==> config.mk <==
export PLATFORM = sky130hd
export DESIGN_NAME = instr_fetch_unit
export DESIGN_NICKNAME = d
export VERILOG_FILES = /design/src/rtl/fetch_pkg.sv /design/src/rtl/fetch_out_reg.sv /design/src/rtl/instr_fetch_unit.sv
export SDC_FILE = /design/constraint.sdc
export NUM_CORES = 1
export LEC_CHECK = 0
export CORE_MARGIN = 4
export CORE_UTILIZATION = 46
export DETAILED_ROUTE_END_ITERATION = 12
export PLACE_DENSITY = 0.83
export SKIP_LAST_GASP = 1
export SLEW_MARGIN = 10
export SYNTH_ARGS = -nofsm -noshare
export SYNTH_HDL_FRONTEND = slang
export SYNTH_SLANG_ARGS = --single-unit
==> constraint.sdc <==
create_clock -name clk -period 3 [get_ports clk]
set_input_delay 0.6 -clock clk [delete_from_list [all_inputs] [get_ports clk]]
set_output_delay 0.6 -clock clk [all_outputs]
set_load 0.02 [all_outputs]
==> src/rtl/fetch_pkg.sv <==
// Shared types and defaults for the instruction fetch unit.
// The state encoding is shared so the debug state port can be decoded outside the block.
package fetch_pkg;

    localparam int          DEF_PC_WIDTH    = 32;
    localparam int          DEF_INSTR_WIDTH = 32;
    localparam logic [31:0] NOP_INSTR       = 32'h0000_0013;

    typedef enum logic [2:0] {
        FS_IDLE  = 3'd0,
        FS_REQ   = 3'd1,
        FS_WAIT  = 3'd2,
        FS_HOLD  = 3'd3,
        FS_DRAIN = 3'd4
    } fetch_state_e;

endpackage

==> src/rtl/fetch_out_reg.sv <==
// IF/ID output register: it holds the instruction while decode stalls and
// collapses to a NOP bubble on consume, flush or soft reset.
module fetch_out_reg #(
    parameter int                     PC_WIDTH    = 32,
    parameter int                     INSTR_WIDTH = 32,
    parameter logic [INSTR_WIDTH-1:0] NOP_INSTR   = 32'h0000_0013
) (
    input  logic                   clk,
    input  logic                   rst_n,
    input  logic                   i_load,
    input  logic [INSTR_WIDTH-1:0] i_instr,
    input  logic [PC_WIDTH-1:0]    i_pc,
    input  logic                   i_clear,
    input  logic                   i_clear_all,
    output logic                   o_valid,
    output logic [INSTR_WIDTH-1:0] o_instr,
    output logic [PC_WIDTH-1:0]    o_pc
);

    logic                   r_valid;
    logic [INSTR_WIDTH-1:0] r_instr;
    logic [PC_WIDTH-1:0]    r_pc;

    // Soft reset wipes the PC too; a consume or flush only drops the instruction.
    always_ff @(posedge clk or negedge rst_n) begin
        if (!rst_n) begin
            r_valid <= 1'b0;
            r_instr <= NOP_INSTR;
            r_pc    <= '0;
        end else if (i_clear_all) begin
            r_valid <= 1'b0;
            r_instr <= NOP_INSTR;
            r_pc    <= '0;
        end else if (i_clear) begin
            r_valid <= 1'b0;
            r_instr <= NOP_INSTR;
        end else if (i_load) begin
            r_valid <= 1'b1;
            r_instr <= i_instr;
            r_pc    <= i_pc;
        end
    end

    assign o_valid = r_valid;
    assign o_instr = r_instr;
    assign o_pc    = r_pc;

endmodule

==> src/rtl/instr_fetch_unit.sv <==
// Single-outstanding instruction fetch between the PC register and IF/ID.
// Handshakes: imem req/addr stay stable until gnt; if_valid_o holds its data until id_ready_i.
module instr_fetch_unit #(
    parameter int                     PC_WIDTH    = fetch_pkg::DEF_PC_WIDTH,
    parameter int                     INSTR_WIDTH = fetch_pkg::DEF_INSTR_WIDTH,
    parameter logic [INSTR_WIDTH-1:0] NOP_INSTR   = fetch_pkg::NOP_INSTR
) (
    input  logic                   clk,
    input  logic                   rst_n,
    input  logic                   fetch_en_i,
    input  logic                   soft_reset_i,
    input  logic                   flush_i,
    input  logic [PC_WIDTH-1:0]    pc_i,
    output logic                   pc_write_en_o,
    output logic                   imem_req_o,
    output logic [PC_WIDTH-1:0]    imem_addr_o,
    input  logic                   imem_gnt_i,
    input  logic                   imem_rvalid_i,
    input  logic [INSTR_WIDTH-1:0] imem_rdata_i,
    output logic                   if_valid_o,
    output logic [INSTR_WIDTH-1:0] if_instr_o,
    output logic [PC_WIDTH-1:0]    if_pc_o,
    input  logic                   id_ready_i,
    output logic [2:0]             dbg_state_o
);

    import fetch_pkg::*;

    fetch_state_e        r_state;
    logic                r_req;
    logic [PC_WIDTH-1:0] r_addr;
    logic                r_drop;
    logic                r_drop_to_idle;

    logic w_accept;
    logic w_pc_we;
    logic w_out_clear;

    assign w_accept = (r_state == FS_WAIT) && imem_rvalid_i && !flush_i && !soft_reset_i;

    // The PC register advances on the accepted response and loads the redirect on flush.
    assign w_pc_we       = w_accept || (flush_i && !soft_reset_i);
    assign pc_write_en_o = rst_n && w_pc_we;

    assign w_out_clear = (r_state == FS_HOLD) && (flush_i || id_ready_i);

    always_ff @(posedge clk or negedge rst_n) begin
        if (!rst_n) begin
            r_state        <= FS_IDLE;
            r_req          <= 1'b0;
            r_addr         <= '0;
            r_drop         <= 1'b0;
            r_drop_to_idle <= 1'b0;
        end else begin
            unique case (r_state)
                FS_IDLE: begin
                    if (!soft_reset_i && fetch_en_i) begin
                        r_state <= FS_REQ;
                        r_req   <= 1'b1;
                        r_addr  <= pc_i;
                    end
                end

                // An ungranted request cannot be withdrawn: remember the kill and
                // keep requesting the same address until the memory takes it.
                FS_REQ: begin
                    if (soft_reset_i) begin
                        r_drop_to_idle <= 1'b1;
                    end
                    if (imem_gnt_i) begin
                        r_req <= 1'b0;
                        if (r_drop || flush_i || soft_reset_i) begin
                            r_state <= FS_DRAIN;
                        end else begin
                            r_state <= FS_WAIT;
                        end
                    end else if (flush_i || soft_reset_i) begin
                        r_drop <= 1'b1;
                    end
                end

                FS_WAIT: begin
                    if (imem_rvalid_i) begin
                        if (soft_reset_i) begin
                            r_state <= FS_IDLE;
                        end else if (flush_i) begin
                            r_state <= FS_REQ;
                            r_req   <= 1'b1;
                            r_addr  <= pc_i;
                        end else begin
                            r_state <= FS_HOLD;
                        end
                    end else if (soft_reset_i || flush_i) begin
                        r_state <= FS_DRAIN;
                        if (soft_reset_i) begin
                            r_drop_to_idle <= 1'b1;
                        end
                    end
                end

                FS_HOLD: begin
                    if (soft_reset_i) begin
                        r_state <= FS_IDLE;
                    end else if (flush_i || id_ready_i) begin
                        r_state <= FS_REQ;
                        r_req   <= 1'b1;
                        r_addr  <= pc_i;
                    end
                end

                FS_DRAIN: begin
                    if (soft_reset_i) begin
                        r_drop_to_idle <= 1'b1;
                    end
                    if (imem_rvalid_i) begin
                        r_drop         <= 1'b0;
                        r_drop_to_idle <= 1'b0;
                        if (r_drop_to_idle || soft_reset_i) begin
                            r_state <= FS_IDLE;
                        end else begin
                            r_state <= FS_REQ;
                            r_req   <= 1'b1;
                            r_addr  <= pc_i;
                        end
                    end
                end

                default: begin
                    r_state        <= FS_IDLE;
                    r_req          <= 1'b0;
                    r_drop         <= 1'b0;
                    r_drop_to_idle <= 1'b0;
                end
            endcase
        end
    end

    fetch_out_reg #(
        .PC_WIDTH    (PC_WIDTH),
        .INSTR_WIDTH (INSTR_WIDTH),
        .NOP_INSTR   (NOP_INSTR)
    ) u_out_reg (
        .clk         (clk),
        .rst_n       (rst_n),
        .i_load      (w_accept),
        .i_instr     (imem_rdata_i),
        .i_pc        (r_addr),
        .i_clear     (w_out_clear),
        .i_clear_all (soft_reset_i),
        .o_valid     (if_valid_o),
        .o_instr     (if_instr_o),
        .o_pc        (if_pc_o)
    );

    assign imem_req_o  = r_req;
    assign imem_addr_o = r_addr;
    assign dbg_state_o = r_state;

endmodule
==> Yosys cells after proc, flatten, opt, wreduce, memory -nomap -nowiden <==
Index checks and enable logic that the tools add are counted.
{ "totals": {"regBits": 103, "word_cells": 106, "output_inout_bits": 102, "latch_bits": 0, "n_memories": 0, "rom_bits": 0, "inputBits": 72, "mem_bits_rw": 0} }
{ "op_classes": {"n_bitwise": 2, "n_lt_le_gt_ge": 0, "muxes": 49, "add_sub_neg": 0, "shift": 0, "eq_ne": 20, "mul": 0, "n_div": 0, "n_reduce_logical": 27} }
{ "op_table": {"columns": ["cell", "count"], "rows": [
  ["$mux 32", 14],
  ["$pmux 32 s4", 1],
  ["$mux 3", 8],
  ["$ne 2x2->1 const B", 12],
  ["$mux 1", 20],
  ["$reduce_and 9->1", 2],
  ["$pmux 3 s5", 1],
  ["$logic_and 1x1->1", 7],
  ["$eq 3x2->1 const B", 2],
  ["$logic_or 1x1->1", 6],
  ["$ne 3x2->1 const B", 2],
  ["$pmux 1 s5", 1],
  ["$reduce_and 5->1", 1],
  ["$mux 2", 2],
  ["$ne 2x1->1 const B", 2],
  ["$pmux 1 s4", 1],
  ["$reduce_and 4->1", 1],
  ["$reduce_bool 4->1", 1],
  ["$eq 3x1->1 const B", 1],
  ["$eq 3x3->1 const B", 1],
  ["$logic_not 3->1", 1],
  ["$pmux 1 s3", 1],
  ["$reduce_and 3->1", 1],
  ["$reduce_bool 3->1", 1],
  ["6 further kinds", 8]
]} }

==> Logic depth before layout (Yosys ltp) <==
{ "depth": {"ltp_word": 7, "mapped_depth": 7, "ltp_nobuf": 4} }

==> Cells and area by module <==
A second synthesis with hierarchy kept.
{ "unflattened": {"hier_cells": 380, "area_unflattened_um2": 4803.4} }
{ "by_module_without_submodules": {"columns": ["mod", "cells_per_inst", "area_per_inst_um2", "seq_area_each_um2", "instances"], "rows": [
  ["fetch_out_reg", 253, 3007.9, 1630.3, 1],
  ["instr_fetch_unit", 127, 1795.5, 950.9, 1]
]} }

==> Least setup slack after synthesis <==
Ideal clock, no wire load.
{ "synth_path": {"path_kind": "reg-to-output", "startpoint": "register r_state[0] (netlist: dbg_state_o[0])", "endpoint": "output pc_write_en_o", "n_path_buf": 1, "t_required_ns": 2.400, "stages_incl_launch_ff": 6, "path_slack_ns": 0.819, "arrival_ns": 1.581, "cell_sequence": "dfrtp_1 clkbuf_1 or2b_1 nor2_1 nor2_1 nor3b_1"} }
{ "synth_via": {"elab_chain_cells": 6} }
{ "synth_lines": {"columns": ["item", "line_no", "text"], "rows": [
  ["start, declared", "instr_fetch_unit.sv:29", "fetch_state_e r_state;"],
  ["start signal, assigned", "instr_fetch_unit.sv:49", "r_state <= FS_IDLE;"],
  ["start signal, assigned", "instr_fetch_unit.sv:58", "r_state <= FS_REQ;"],
  ["start signal, assigned", "instr_fetch_unit.sv:73", "r_state <= FS_DRAIN;"],
  ["$eq 3x2->1", "instr_fetch_unit.sv:39", "assign w_accept = (r_state == FS_WAIT) && imem_rvalid_i && !flush_i && !soft_reset_i;"],
  ["$logic_and 1x1->1 (3 in series)", "instr_fetch_unit.sv:39", null],
  ["$logic_or 1x1->1", "instr_fetch_unit.sv:42", "assign w_pc_we = w_accept || (flush_i && !soft_reset_i);"],
  ["$logic_and 1x1->1", "instr_fetch_unit.sv:43", "assign pc_write_en_o = rst_n && w_pc_we;"],
  ["end, declared", "instr_fetch_unit.sv:14", "output logic pc_write_en_o,"]
]} }
No other way between the ends.

==> Final worst setup path <==
{ "layout_path": {"startpoint": "input imem_rvalid_i", "endpoint": "output pc_write_en_o"} }
{ "layout_via": {"elab_chain_cells": 5} }
{ "layout_lines": {"columns": ["item", "line_no", "text"], "rows": [
  ["start, declared", "instr_fetch_unit.sv:18", "input logic imem_rvalid_i,"],
  ["$logic_and 1x1->1 (3 in series)", "instr_fetch_unit.sv:39", null],
  ["$logic_or 1x1->1", "instr_fetch_unit.sv:42", null],
  ["$logic_and 1x1->1", "instr_fetch_unit.sv:43", null]
]} }
No other way between the ends.

==> results.ini <==
[run_status]
status = finished, final reports clean

[timing]
slew_headroom_pct = 49.4
finalSetupViolCount = 0
min_period_ns = 2.88
finalWorstSetupSlack_ns = 0.122
rsz0062_at_grt = false
timing.final.crit_share_pct = 95.9
report.final.slew_viol_count = 0
worst_pin_slew_ns = 0.759
finClkSkew_ns = 0.0121
fin_setup_tns_ns = 0
fmax_mhz = 347
hold_viol_final = 0

[synth]
synth_fp_nets = 420
avgSynthCellArea_sq_um = 11.9
yosys_warnings = 0
synthFlopType = dfrtp_1
synth-seq-cells = 103
ys_seq_area_share_pct = 62.2
ys_async_sr_fraction_pct = 100
synth-edff-count = 0
netlist_area_sq_um = 4150
synthDistinctLibCells = 39
synth.top_cells.by_area = dfrtp_1 (60%), mux2_2 (7.6%), a22o_1 (6.3%)
synthCells = 348
synth_area_leader_cell = dfrtp_1
synth_top_area_share_pct = 60.3

[placement]
pre_cts_ws_ns = 0.132
placed_area_sq_um = 5950
hpwlAfterDp_um = 8230
globalplace.congestion = 0.829
portBuffers = 173

[grt]
grt_max_degree = 61
antenna_found_initial = 0
grt_pass1_wl_um = 17500
overflow = 0
grt_use_total_pct = 21.3
grt_pass1_vias = 3480

[cts]
htreeDepth = 3
clk_pin_slew_ns = 0.10
numCtsBuffers = 9
cts_root_buffer = clkbuf_8
clock_path_buffers = 2
clkSinkCount = 103
clock_latency_ns = 0.36
postCtsSetupRepairBufs = 0
cts_hold_buf = 0
cts_resized = 0
cts_tree = yes

[floorplan]
dieArea_sq_um = 10600
die_w_um = 103
die_y_um = 103
core_area_sq_um = 8760
boundaryPins = 174
start_util_pct = 47.3
num_rows = 34

[layout]
final_area_sq_um = 6150
syn_to_final_growth_pct = 48.3
fin_nets = 592
n_antenna_cell = 0
fill_cells = 645
layout-drive-gt1-share_pct = 13.1

[setup_path]
worst-path-max-fanout = 2
startpoint_type = input port
required_ns = 2.40
crit_arrival_ns = 2.28
endpoint_kind = output port
reg2regPathDepth = 5
path_class = in2out

[run]
max_cap_viol_count = 0

[route]
ant_nets = 0
drc = 0
drt-pass1-iter-count = 4
wl_um = 11300
first_iter_violations = 140
viasPerCell = 5.29
dr_total_vias = 3347
wl_per_cell_um = 17.8

[power]
p_leak_nw = 2.56
p_per_area_nw_per_um2 = 724
irDropWorstVdd_uv = 555
power.total_mw = 4.46

[worst_hold_path]
hp-class = in2async

-- flip-flops by register name, indices dropped and copies added (netlist names) --
register,cells
dbg_state_o,3
r_drop,1
u_out_reg.o_instr,32
imem_addr_o,32
imem_req_o,1
u_out_reg.o_pc,32
u_out_reg.o_valid,1
r_drop_to_idle,1
-- per-layer routing --
metal	vias to the layer above	GRT usage [%]	routed length, um
met5	-	0	0
met4	0	6.18	158
met3	11	8.05	1320
met2	148	36.1	5450
met1	1628	25.5	4350
li1	1560	-	-
-- cells by family (layout without fill, tap and decap cells) --
logic type,count (synthesis),count (layout),share of synthesized area [%]
AO/OA/AOI/OAI,87,87,14.4
buffers and inverters,25,202,3.74
multiplexers,32,32,8.69
AND/OR/NAND/NOR,101,101,11.0
flip-flops,103,103,62.2
-- synth_stat cells, types with 4 or more instances --
library cell  number
buf_6              7
a22o_1            30
nand2_1           67
mux2_1             4
dfrtp_1          100
clkbuf_1          10
mux2_2            28
o21ai_0            5
nor2_1            10
buf_2              7
a21oi_1           36
-- metrics by stage --
step | utilization (%) | std cells | hold slack [ns]
final | 70.2 | 633 | 0.345
after global routing | 70.2 | 633 | 0.382
after CTS | 70.2 | 633 | 0.352
after detailed placement | 67.9 | 617 | 0.482
after global placement | 67.9 | 617 | 0.482
after floorplan | - | 348 | 0.304
-- cell usage in the layout, fill, tap and decap left out, types with 2 or more instances in the layout --
master / count
a211oi_1: 2
a21oi_1: 36
a22o_1: 30
buf_4: 13
clkbuf_8: 9
clkdlybuf4s50_1: 171
clkinv_4: 3
dfrtp_1: 100
dfstp_2: 3
mux2_1: 4
mux2_2: 28
nand2_1: 67
nand2b_1: 2
nand3_1: 3
nor2_1: 9
nor2b_1: 3
nor3_1: 2
o211ai_1: 2
o21ai_0: 5
o22ai_1: 2
o32a_1: 3
or2_2: 3
or2b_1: 2
-- path summary, 6_finish.rpt --
path,from,endpoint,slack (ns)
setup / recovery,imem_rvalid_i,pc_write_en_o,0.12
hold / removal,rst_n,u_out_reg.o_pc[14],0.35
setup reg to reg,dbg_state_o[2],imem_addr_o[12],0.83
hold reg to reg,u_out_reg.o_instr[8],u_out_reg.o_instr[8],0.51
max in group asynchronous,rst_n,u_out_reg.o_instr[22],1.48
min in group clk,u_out_reg.o_instr[8],u_out_reg.o_instr[8],0.51
-- report_power, final --
part / internal (mW) / switching [mW] / total, mW
clock network: 0.398 / 0.481 / 0.879
registers: 1.65 / 0.217 / 1.87
logic: 0.907 / 0.797 / 1.70
-- worst max-delay path, stage by stage --
cell             delay [ns]
clkdlybuf4s50_1        0.47
or2b_1                 0.25
nor2_1                 0.09
nor2_1                 0.05
nor3b_1                0.19
clkdlybuf4s50_1        0.63
-- area by class of cell --
cell class	count	area, sq um	area share (%)
inverter	1	3.75	0.0610
clock inverter	7	81.3	1.32
multi-input combinational	220	1420	23.0
timing repair buffer	185	1810	29.5
tap	108	135	2.20
sequential	103	2580	41.9
clock buffer	9	124	2.01
Note: power is estimated with default switching activity, not from simulation.
